File: config.mk
export PLATFORM = sky130hd
export DESIGN_NAME = piece_queue_gen
export DESIGN_NICKNAME = d
export VERILOG_FILES = /design/src/rtl/piece_queue_gen_pkg.sv /design/src/rtl/piece_queue_gen_bag_draw.sv /design/src/rtl/piece_queue_gen.sv
export SDC_FILE = /design/constraint.sdc
export NUM_CORES = 1
export LEC_CHECK = 0
export CORE_MARGIN = 3
export CORE_UTILIZATION = 44
export CTS_CLUSTER_DIAMETER = 200
export CTS_CLUSTER_SIZE = 10
export DETAILED_ROUTE_END_ITERATION = 8
export SYNTH_ARGS = -nofsm -noshare
export SYNTH_HDL_FRONTEND = slang
export SYNTH_HIERARCHICAL = 1
export SYNTH_SLANG_ARGS = --single-unit
File: constraint.sdc
create_clock -name clk -period 21.8 [get_ports clk]
set_input_delay 4.36 -clock clk [delete_from_list [all_inputs] [get_ports clk]]
set_output_delay 4.36 -clock clk [all_outputs]
set_load 0.005 [all_outputs]
File: src/rtl/piece_queue_gen_pkg.sv
// Shared game types and constants for the piece generator.
// Tile encoding, bag size and LFSR constants live here.
package GamePkg;

    localparam int NEXT_PIECES_COUNT = 5;
    localparam int BAG_SIZE = 7;
    localparam logic [15:0] PIECE_LFSR_MASK = 16'hB400;
    localparam logic [15:0] PIECE_LFSR_RESET = 16'hACE1;

    typedef enum logic [2:0] {
        BLANK  = 3'd0,
        TILE_I = 3'd1,
        TILE_O = 3'd2,
        TILE_T = 3'd3,
        TILE_J = 3'd4,
        TILE_L = 3'd5,
        TILE_S = 3'd6,
        TILE_Z = 3'd7
    } tile_type_t;

    // Bag index order is I, O, T, J, L, S, Z.
    function automatic tile_type_t bag_to_tile(logic [2:0] idx);
        tile_type_t t;
        case (idx)
            3'd0:    t = TILE_I;
            3'd1:    t = TILE_O;
            3'd2:    t = TILE_T;
            3'd3:    t = TILE_J;
            3'd4:    t = TILE_L;
            3'd5:    t = TILE_S;
            3'd6:    t = TILE_Z;
            default: t = BLANK;
        endcase
        return t;
    endfunction

endpackage

File: src/rtl/piece_queue_gen_bag_draw.sv
// Combinational 7-bag draw: picks the k-th remaining piece,
// k = rnd mod popcount(mask), and returns the refilled next mask.
module bag_draw
    import GamePkg::*;
(
    input  logic [BAG_SIZE-1:0] bag_mask,
    input  logic [7:0]          rnd,
    output logic [2:0]          draw_idx,
    output logic [BAG_SIZE-1:0] mask_next
);

    logic [2:0]          pop_cnt;
    logic [7:0]          k;
    logic [2:0]          seen;
    logic [BAG_SIZE-1:0] cleared;

    always_comb begin
        pop_cnt = '0;
        for (int i = 0; i < BAG_SIZE; i++) begin
            pop_cnt = pop_cnt + {2'b0, bag_mask[i]};
        end
        // An empty mask never occurs; the guard keeps the modulo defined.
        k = (pop_cnt == 3'd0) ? 8'd0 : rnd % {5'd0, pop_cnt};
        seen     = '0;
        draw_idx = '0;
        for (int i = 0; i < BAG_SIZE; i++) begin
            if (bag_mask[i]) begin
                if ({5'd0, seen} == k) begin
                    draw_idx = 3'(i);
                end
                seen = seen + 3'd1;
            end
        end
        cleared   = bag_mask & ~(7'd1 << draw_idx);
        mask_next = (cleared == '0) ? '1 : cleared;
    end

endmodule

File: src/rtl/piece_queue_gen.sv
// Upcoming-piece lookahead queue fed by a seeded 7-bag randomizer.
// Slot 0 is the next piece; pop is accepted only while the queue is full.
module piece_queue_gen
    import GamePkg::*;
#(
    parameter int          DEPTH      = NEXT_PIECES_COUNT,
    parameter logic [15:0] LFSR_RESET = PIECE_LFSR_RESET
) (
    input  logic       clk,
    input  logic       rst,
    input  logic       seed_load,
    input  logic [15:0] seed,
    input  logic       pop,
    output tile_type_t pieces_queue [DEPTH],
    output logic       queue_ready
);

    localparam int CW = $clog2(DEPTH + 1);

    logic [CW-1:0]       cnt_q, cnt_d, ins_pos;
    logic [15:0]         lfsr_q, lfsr_d;
    logic [BAG_SIZE-1:0] bag_q, bag_d, bag_next;
    logic [2:0]          draw_idx;
    logic                ready_q, ready_d, pop_acc;
    tile_type_t          queue_q [DEPTH];
    tile_type_t          queue_d [DEPTH];

    bag_draw u_draw (
        .bag_mask  (bag_q),
        .rnd       (lfsr_q[7:0]),
        .draw_idx  (draw_idx),
        .mask_next (bag_next)
    );

    always_comb begin
        pop_acc = pop & ready_q;
        ins_pos = cnt_q - CW'(pop_acc);
        queue_d = queue_q;
        bag_d   = bag_q;
        cnt_d   = cnt_q;
        if (pop_acc) begin
            for (int i = 0; i < DEPTH - 1; i++) begin
                queue_d[i] = queue_q[i+1];
            end
            queue_d[DEPTH-1] = BLANK;
        end
        if (int'(ins_pos) < DEPTH) begin
            for (int i = 0; i < DEPTH; i++) begin
                if (i == int'(ins_pos)) begin
                    queue_d[i] = bag_to_tile(draw_idx);
                end
            end
            bag_d = bag_next;
            cnt_d = ins_pos + CW'(1);
        end
        ready_d = (int'(cnt_d) == DEPTH);
        // A seed load replaces this cycle's LFSR step.
        if (seed_load) begin
            lfsr_d = (seed == 16'h0) ? LFSR_RESET : seed;
        end else begin
            lfsr_d = {1'b0, lfsr_q[15:1]} ^
                     (lfsr_q[0] ? PIECE_LFSR_MASK : 16'h0);
        end
    end

    always_ff @(posedge clk) begin
        if (rst) begin
            cnt_q   <= '0;
            ready_q <= 1'b0;
            bag_q   <= '1;
            lfsr_q  <= LFSR_RESET;
            for (int i = 0; i < DEPTH; i++) begin
                queue_q[i] <= BLANK;
            end
        end else begin
            cnt_q   <= cnt_d;
            ready_q <= ready_d;
            bag_q   <= bag_d;
            lfsr_q  <= lfsr_d;
            for (int i = 0; i < DEPTH; i++) begin
                queue_q[i] <= queue_d[i];
            end
        end
    end

    assign pieces_queue = queue_q;
    assign queue_ready  = ready_q;

endmodule

==> impl_metrics.csv, run 1 <==
group,metric,value,unit
status,status,"finished clean",
routing,routed_wl,10.5,mm
clock_network,cts_tree,"done",
critical_path,r2r_slack,6.68,ns
synth,synthFlopType,"dfxtp_1",
critical_path,endpoint_kind,"flop",
critical_path,path_class,"flop to flop",
grt,grt_max_degree,42,
sta,tightest_slew,0.848,ns
synth,synth-edff-count,0,
synth,synth_top_area_frac,0.199,
hold_path,whs_path_depth,2,
clock_network,clkTransAtPathRegs,0.08,ns
clock_network,cts_made_buffers,5,
synth,synth_seq_cells,42,
die,design.die.area,0.0108,mm2
place,dp_hpwl,8.22,mm
routing,first_pass_iters,8,
sta,fin_setup_tns,0,ns
clock_network,clock_tree.buffer_depth,2,
critical_path,crit_path_max_incr_delay,0.78,ns
critical_path,ff2ff_path_depth,56,
clock_network,clockRootBuffer,"clkbuf_8",
routing,routed_via_density,5.66,
cells_and_area,final_util,0.515,
critical_path,arrival,15.32,ns
die,start_util,0.455,
synth,netlist_top_cells_area,"dfxtp_1 20%, ha_1 10%, nand2_1 6.8%, nor2_1 3.8%, a21oi_1 2.8%",
routing,drtAntennaViolNets,0,
sta,setup_viol,0,
hold_path,hold_end,"lfsr_q[14]",
place,port_buffers,35,
sta,fin_crit_sh,0.694,
critical_path,cp_max_fo,10,
synth,synth_largest_area_cell,"dfxtp_1",
synth,syn_area,0.00423,mm2
sta,hold_viol_final,0,
routing,route.detailed.drc,0,
critical_path,r2r_end,"pieces_queue[8]",
die,core,0.00928,mm2
sta,whs,0.466,ns
clock_network,cts.sinks,42,
routing,drt-initial-drc-count,196,
job,maxCapViolCount,0,
critical_path,slowest_stage,"fa_1",
clock_network,clock_latency,0.29,ns
sta,fmax,0.0661,GHz
hold_path,hold_class,"flop to flop",
sta,maxSlewHeadroom,0.431,
hold_path,min_from,"lfsr_q[15]",
synth,syn_avg_cell_area,7.89,um2
die,io_pins,36,
sta,rsz0062_at_grt,"no",
place,place.gp.congestion,0.883,
critical_path,cp_data_required_time,22.00,ns
sta,clock_skew,0.00436,ns
sta,maxSlewViolCount,0,
routing,vias,3919,
grt,grt_pass1_vias,3734,
synth,syn_inst,536,
grt,grt_overflow,0,
routing,wl_per_cell,15.2,um
die,die_h,104,um
cells_and_area,diodes,0,
synth,async_flop_share,0,
critical_path,crit_path_start_kind,"flop",
clock_network,post_cts_resized,0,
grt,grt_usage,0.192,
critical_path,r2r-start,"bag_q[3]",
synth,yosys_warnings,6,
die,floorplan.rows,35,
grt,grt_pass1_wl,17.8,mm
cells_and_area,nets,622,
cells_and_area,drive_gt1_frac,0.0869,
synth,seq_area_frac_synth,0.199,
critical_path,crit_top_cell,"ha_1",
synth,synth_cell_types,83,
grt,antenna_found_initial,0,
synth,synth_nets,595,
clock_network,cts_hold_buf,0,
sta,fin_crit,15.12,ns
clock_network,h-tree-depth,2,
die,dieWidth,104,um
clock_network,cts_setup_buffers,0,
cells_and_area,areaGrowthSynthToFinish,13.0,%
final cells by class:
cell class,instances,area (um2)
clock inverters,2,12.5
well taps,129,161
inverters,31,116
fillers,952,4510
clock buffers,6,82.6
multi-input cells,447,3210
repair buffers,36,358
flip-flops and latches,42,841
worst max path at each step:
stage	start	endpoint	depth (start not counted)
global placement	bag_q[3]	pieces_queue[14]	57
floorplan	bag_q[0]	pieces_queue[5]	58
global route	bag_q[3]	pieces_queue[5]	56
CTS	bag_q[3]	pieces_queue[8]	56
detailed placement	bag_q[3]	pieces_queue[8]	56
finish	bag_q[3]	pieces_queue[8]	56
cells in the mapped netlist (8+ instances only):
master,number
a21o_1,8
a21oi_1,24
a311oi_1,12
and3_1,12
clkbuf_1,13
dfxtp_1,42
ha_1,34
inv_1,30
mux2i_1,11
nand2_1,77
nand2b_1,14
nand3_1,13
nor2_1,43
nor3_1,13
o21ai_0,18
o21ai_1,13
o22ai_1,10
xnor2_1,12
xor2_1,11
stage by stage:
step                      area, um2  setup WS [ns]  instances
after floorplan                4230           8.53        536
after global placement         4680           7.40        685
after detailed placement       4680           6.82        685
after CTS                      4780           6.75        693
after global routing           4780           5.41        693
final                          4780           6.68        693
placed cells by master, fill, tap and decap left out, types with 7 or more instances in the layout:
master,Yosys,routed
a211oi_1,7,7
a21o_1,8,8
a21oi_1,24,24
a311oi_1,12,12
and3_1,12,12
clkdlybuf4s50_1,0,35
dfxtp_1,42,42
ha_1,34,34
inv_1,30,30
mux2i_1,11,11
nand2_1,77,77
nand2b_1,14,14
nand3_1,13,13
nand3b_1,7,7
nor2_1,43,43
nor3_1,13,13
o21ai_0,18,18
o21ai_1,13,13
o22ai_1,10,10
xnor2_1,12,12
xor2_1,11,11
critical path, delay by kind of cell, from the launching register on:
family | cells | cell delay (ns)
AO/OA/AOI/OAI | 22 | 4.64
buffers and inverters | 3 | 0.27
XOR/XNOR | 1 | 0.44
flip-flops | 1 | 0.53
AND/OR/NAND/NOR | 17 | 4.36
adder cells (fa/ha/maj) | 11 | 4.25
multiplexers | 2 | 0.56
kinds of logic after synthesis:
| group | count (synthesis) | share of synthesized area |
|---|---|---|
| and+or+nand+nor | 228 | 0.286 |
| xor gates and xnor gates | 23 | 0.0476 |
| DFF | 42 | 0.199 |
| AOI/OAI and AO/OA | 139 | 0.253 |
| buffers and inverters | 47 | 0.0426 |
| adders and majority gates | 39 | 0.124 |
| muxes | 18 | 0.0474 |
flip-flops by register name (all words and copies together), names as in the netlist:
register / count
lfsr_q: 16
pieces_queue: 15
bag_q: 7
cnt_q: 3
queue_ready: 1
routing by layer:
layer  wire [um]  share of wire  global-route usage  vias to the layer above
li1            -              -                   -                     2020
met1        5240           0.50               0.273                     1816
met2        4850           0.46               0.314                       75
met3         332          0.032              0.0199                        8
met4          98         0.0093              0.0418                        0
met5           0              0                   0                        -
Power of run 1 is left out: the tool's default activity adds up to more than one toggle a clock period on the data nets, which glitch-free logic cannot reach.
==> run 2, diff against run 1 <==
--- a/config.mk
+++ b/config.mk
@@ -10,6 +10,7 @@
 export CTS_CLUSTER_DIAMETER = 200
 export CTS_CLUSTER_SIZE = 10
 export DETAILED_ROUTE_END_ITERATION = 8
+export PLACE_DENSITY = 0.66
 export SYNTH_ARGS = -nofsm -noshare
 export SYNTH_HDL_FRONTEND = slang
 export SYNTH_HIERARCHICAL = 1
==> constraint.sdc (replaced) <==
create_clock -name clk -period 13.4 [get_ports clk]
set_input_delay 2.68 -clock clk [delete_from_list [all_inputs] [get_ports clk]]
set_output_delay 2.68 -clock clk [all_outputs]
set_load 0.005 [all_outputs]
==> run 2 against run 1 <==
Effect of this change:
- global-route usage grew 0.096 points
- first-iteration DRC count is 9.2% higher
- clock-buffer cell count unchanged
- critical path depth is 1 higher
- cell area increased by 8.8%
- via count up 6.8%
- sequential cell count did not move
- highest routed layer unchanged
==> impl_metrics.csv, run 2 (synthesis gave the netlist of run 1 again) <==
group,metric,value,unit
cells_and_area,diodes,0,
cells_and_area,fillers,887,
sta,setup_viol,0,
critical_path,arrival,12.92,ns
sta,hold_viol_final,0,
routing,route.detailed.drc,0,
sta,maxSlewViolCount,0,
sta,whs,0.475,ns
clock_network,clkTransAtPathRegs,0.08,ns
clock_network,cts.sinks,42,
job,maxCapViolCount,0,
die,io_pins,36,
cells_and_area,design_area,0.00520,mm2
place,place.gp.congestion,0.868,
critical_path,crit_top_cell,"ha_1",
clock_network,h-tree-depth,2,
die,start_util,0.455,
critical_path,path_class,"flop to flop",
cells_and_area,drive_gt1_frac,0.175,
clock_network,clock_latency,0.29,ns
critical_path,slowest_stage,"fa_1",
place,port_buffers,35,
die,core,0.00928,mm2
clock_network,clock_tree.buffer_depth,2,
cells_and_area,largest_reg_flops,16,
sta,setup_slack,0.715,ns
place,postPlaceCellArea,0.00483,mm2
critical_path,crit_path_max_incr_delay,0.53,ns
routing,vias,4185,
routing,drtAntennaViolNets,0,
routing,first_pass_iters,4,
routing,wl_per_cell,15.1,um
critical_path,cp_max_fo,7,
sta,fin_crit_sh,0.947,
cells_and_area,final_cell_mix,"74 x nand2_1, 42 x dfxtp_1, 40 x nor2_1",
sta,fmax,0.0788,GHz
die,floorplan.rows,35,
sta,fin_setup_tns,0,ns
cells_and_area,final_common_cell,"nand2_1",
grt,grt_overflow,0,
grt,antenna_found_initial,0,
critical_path,endpoint_kind,"flop",
die,dieWidth,104,um
cells_and_area,regMostFlops,"lfsr_q",
sta,fin_crit,12.69,ns
place,dp_hpwl,8.26,mm
grt,grt_usage,0.193,
cells_and_area,nets,651,
critical_path,crit_path_start_kind,"flop",
hold_path,hold_class,"flop to flop",
place,pre_cts_slack,-0.153,ns
grt,grt_pass1_wl,18.0,mm
critical_path,cp_data_required_time,13.63,ns
grt,grt_pass1_vias,3974,
routing,routed_wl,10.9,mm
sta,clock_skew,0.00806,ns
grt,grt_max_degree,42,
routing,routed_via_density,5.80,
cells_and_area,areaGrowthSynthToFinish,22.9,%
clock_network,cts_made_buffers,5,
die,die_h,104,um
clock_network,cts_tree,"done",
die,design.die.area,0.0108,mm2
sta,tightest_slew,0.999,ns
status,status,"finished clean",
routing,drt-initial-drc-count,214,
clock_network,clockRootBuffer,"clkbuf_8",
sta,maxSlewHeadroom,0.329,
==> run 2: area by class of cell <==
class                   count  area (um2)  share of cell area
clock buffers               6        72.6              0.0140
clock inverters             2        37.5             0.00722
inverters                  31         116              0.0224
multi-input cells         447        3390               0.653
flip-flops and latches     42         841               0.162
well taps                 129         161              0.0311
repair buffers             65         576               0.111
==> run 2: final timing paths <==
| check | start | endpoint | slack, ns | depth (start not counted) |
|---|---|---|---|---|
| worst max-delay path | bag_q[0] | bag_q[4] | 0.71 | 57 |
| worst min-delay path | cnt_q[0] | cnt_q[0] | 0.47 | 2 |
| worst max register to register | bag_q[0] | bag_q[4] | 0.71 | 57 |
| worst min register to register | cnt_q[0] | cnt_q[0] | 0.47 | 2 |
==> run 2: worst max-delay path, delay by kind of cell (launching register included) <==
kind | cells | cell delay [ns]
adder cells (fa/ha/maj) | 11 | 3.95
buffers and inverters | 4 | 0.44
AO/OA/AOI/OAI | 22 | 4.26
AND/OR/NAND/NOR | 18 | 2.97
multiplexers | 2 | 0.63
flip-flops | 1 | 0.33
==> run 2: layer usage <==
metal | global-route usage | part of all wire | vias to the layer above
met4 | 0.0617 | 0.018 | 0
met5 | 0 | 0 | -
li1 | - | - | 2082
met1 | 0.258 | 0.47 | 1995
met3 | 0.0192 | 0.036 | 16
met2 | 0.327 | 0.48 | 92
==> run 2: stage by stage <==
| step | cells | util |
|---|---|---|
| 6_report | 722 | 0.560 |
| 5_1_grt | 722 | 0.560 |
| 4_1_cts | 712 | 0.533 |
| 3_5_place_dp | 704 | 0.520 |
| 3_3_place_gp | 704 | 0.520 |
| 2_1_floorplan | 536 | - |
==> run 2: repair_timing <==
| action | 4_1_cts | 5_1_grt |
|---|---|---|
| pin swaps | 0 | 11 |
| hold endpoints to repair | 0 | 0 |
| setup buffers | 0 | 10 |
| gates resized for setup | 4 | 34 |
| endpoints found under the setup margin | 9 | 22 |
| hold buffers | 0 | 0 |
Power of run 2 is left out for the same reason.
==> variant: new RTL, flow settings as in run 2 <==
Change the package constant `BAG_SIZE` from 7 to 9.
--- a/src/rtl/piece_queue_gen_pkg.sv
+++ b/src/rtl/piece_queue_gen_pkg.sv
@@ -3,7 +3,7 @@
 package GamePkg;
 
     localparam int NEXT_PIECES_COUNT = 5;
-    localparam int BAG_SIZE = 7;
+    localparam int BAG_SIZE = 9;
     localparam logic [15:0] PIECE_LFSR_MASK = 16'hB400;
     localparam logic [15:0] PIECE_LFSR_RESET = 16'hACE1;
 
Behaviour: not the same (Yosys sat finds a counterexample within 4 cycles, from zero or initial values and one cycle with rst high).
==> variant against run 2 <==
- the flow now finishes with violations (setup timing)
- maximum frequency down 13%
- synthesized area up 21%
- clock skew down 0.0051 ns
- worst setup slack worse by 1.9 ns
- sequential cell count up 2
- cell area up 51%
- routed wire length up 60%
- sequential share of layout area down 4.8 points
- largest cell class unchanged
- highest routed layer unchanged
Power is left out: the tool's default activity adds up to more than one toggle a clock period on the data nets, which glitch-free logic cannot reach.
==> variant: results (changes against run 2) <==
- Final Setup Violations: 24 (was 0)
- Initial DRT Pass Iterations: 5 (was 4)
- Placed cells: 948 (was 704)
- Violated checks: setup timing
- WL met2: 9029 um (was 5235 um)
- Hold Startpoint: lfsr_q[10] (was cnt_q[0])
- Top cells by area, synth: dfxtp_1 17%, ha_1 9.1%, xnor2_1 6.2% (was dfxtp_1 20%, ha_1 10%, nand2_1 6.8%)
- First-pass GRT wire length: 27740 um (was 18040 um)
- Initial DRC count: 367 (was 214)
- Layout Nets: 919 (was 651)
- Status: complete, but fails checks (was finished clean)
- Clk root buf: clkbuf_16 (was clkbuf_8)
- Post-Route M1 WL: 7103 um (was 5092 um)
- GRT Overall Usage: 25.56% (was 19.27%)
- Least-Margin Pin Slew: 0.9005 ns (was 0.9992 ns)
- CP peak stage delay: 0.56 ns (was 0.53 ns)
- Drt wl/cell: 17.49 um (was 15.12 um)
- Final worst setup slack: -1.202 ns (was 0.7149 ns)
- Critical Path AT: 14.82 ns (was 12.92 ns)
- DP Worst Slack: -1.351 ns (was -0.1532 ns)
- HPWL Detailed: 12480 um (was 8257 um)
- Seq/Total Area, Yosys: 17.23% (was 19.89%)
- Number of global-route vias before repair: 5903 (was 3974)
- Number of vias per cell: 5.976 (was 5.796)
- Routability cong.: 0.9767 (was 0.8675)
- Largest net degree at the start of global routing: 44 (was 42)
- Post-Route WL: 17440 um (was 10920 um)
- Post-Syn Area per Cell: 7.674 um^2 (was 7.888 um^2)
- Syn Nets: 729 (was 595)
- Ratio of cells with drive above 1 in the final layout: 37.34% (was 17.54%)
- Post-synth top cells: 83 x nand2_1, 47 x nor2_1, 44 x dfxtp_1 (was 77 x nand2_1, 43 x nor2_1, 42 x dfxtp_1)
- Post-synth cell types: 85 (was 83)
- Clock Skews: 0.002911 ns (was 0.008055 ns)
[variant: per-stage QoR]
stage | cell area [um^2] | utilization [%] | setup TNS (ns)
after global placement | 6872 | 62.03 | -17.58
after floorplan | 5415 | - | -24.72
after CTS | 7437 | 67.13 | -19.94
final | 7833 | 70.70 | -24.30
after global routing | 7833 | 70.70 | -38.01
after detailed placement | 6872 | 62.03 | -28.91
[variant: area by class of cell]
class,count,area [um^2]
Multi-Input combinational cell,548,4700
Fill cell,840,3246
Timing Repair Buffer,213,1757
Sequential cell,44,889.6
Tap cell,140,175.2
Inverter,44,170.2
Clock buffer,7,132.6
Clock inverter,1,8.758
[variant: logic make-up after synthesis]
kind of cell | after synthesis | synth area share (%)
and+or+nand+nor | 260 | 26.00
adders and majority gates | 43 | 11.41
muxes | 22 | 5.116
DFF | 44 | 17.23
buffers and inverters | 76 | 5.777
AOI/OAI and AO/OA | 173 | 26.10
xor gates and xnor gates | 48 | 8.372
[variant: critical path, delay by kind of cell, from the launching register on]
| family | cells | cell delay, ns |
|---|---|---|
| flops | 1 | 0.35 |
| simple gates | 19 | 4.14 |
| xor+xnor | 1 | 0.11 |
| mux | 3 | 0.89 |
| buf+inv | 11 | 1.42 |
| fa+ha+maj | 12 | 4.16 |
| compound gates | 23 | 3.46 |
[variant: path summary, 6_finish.rpt]
kind,endpoint,slack (ns),cells past startpoint
setup / recovery,bag_q[2],-1.20,69
hold / removal,lfsr_q[9],0.47,2
setup reg to reg,bag_q[2],-1.20,69
hold reg to reg,lfsr_q[9],0.47,2
[variant: repair_timing]
action,4_1_cts,5_1_grt
gates resized for setup,37,54
pin swaps,44,32
setup buffers,22,19
gates cloned,3,0
setup endpoints to repair,24,24
[variant: metal layers]
layer	GRT usage (%)	up-vias
li1	-	2849
met1	30.52	2830
met2	47.90	212
met3	3.077	67
met4	7.205	0
met5	0	-
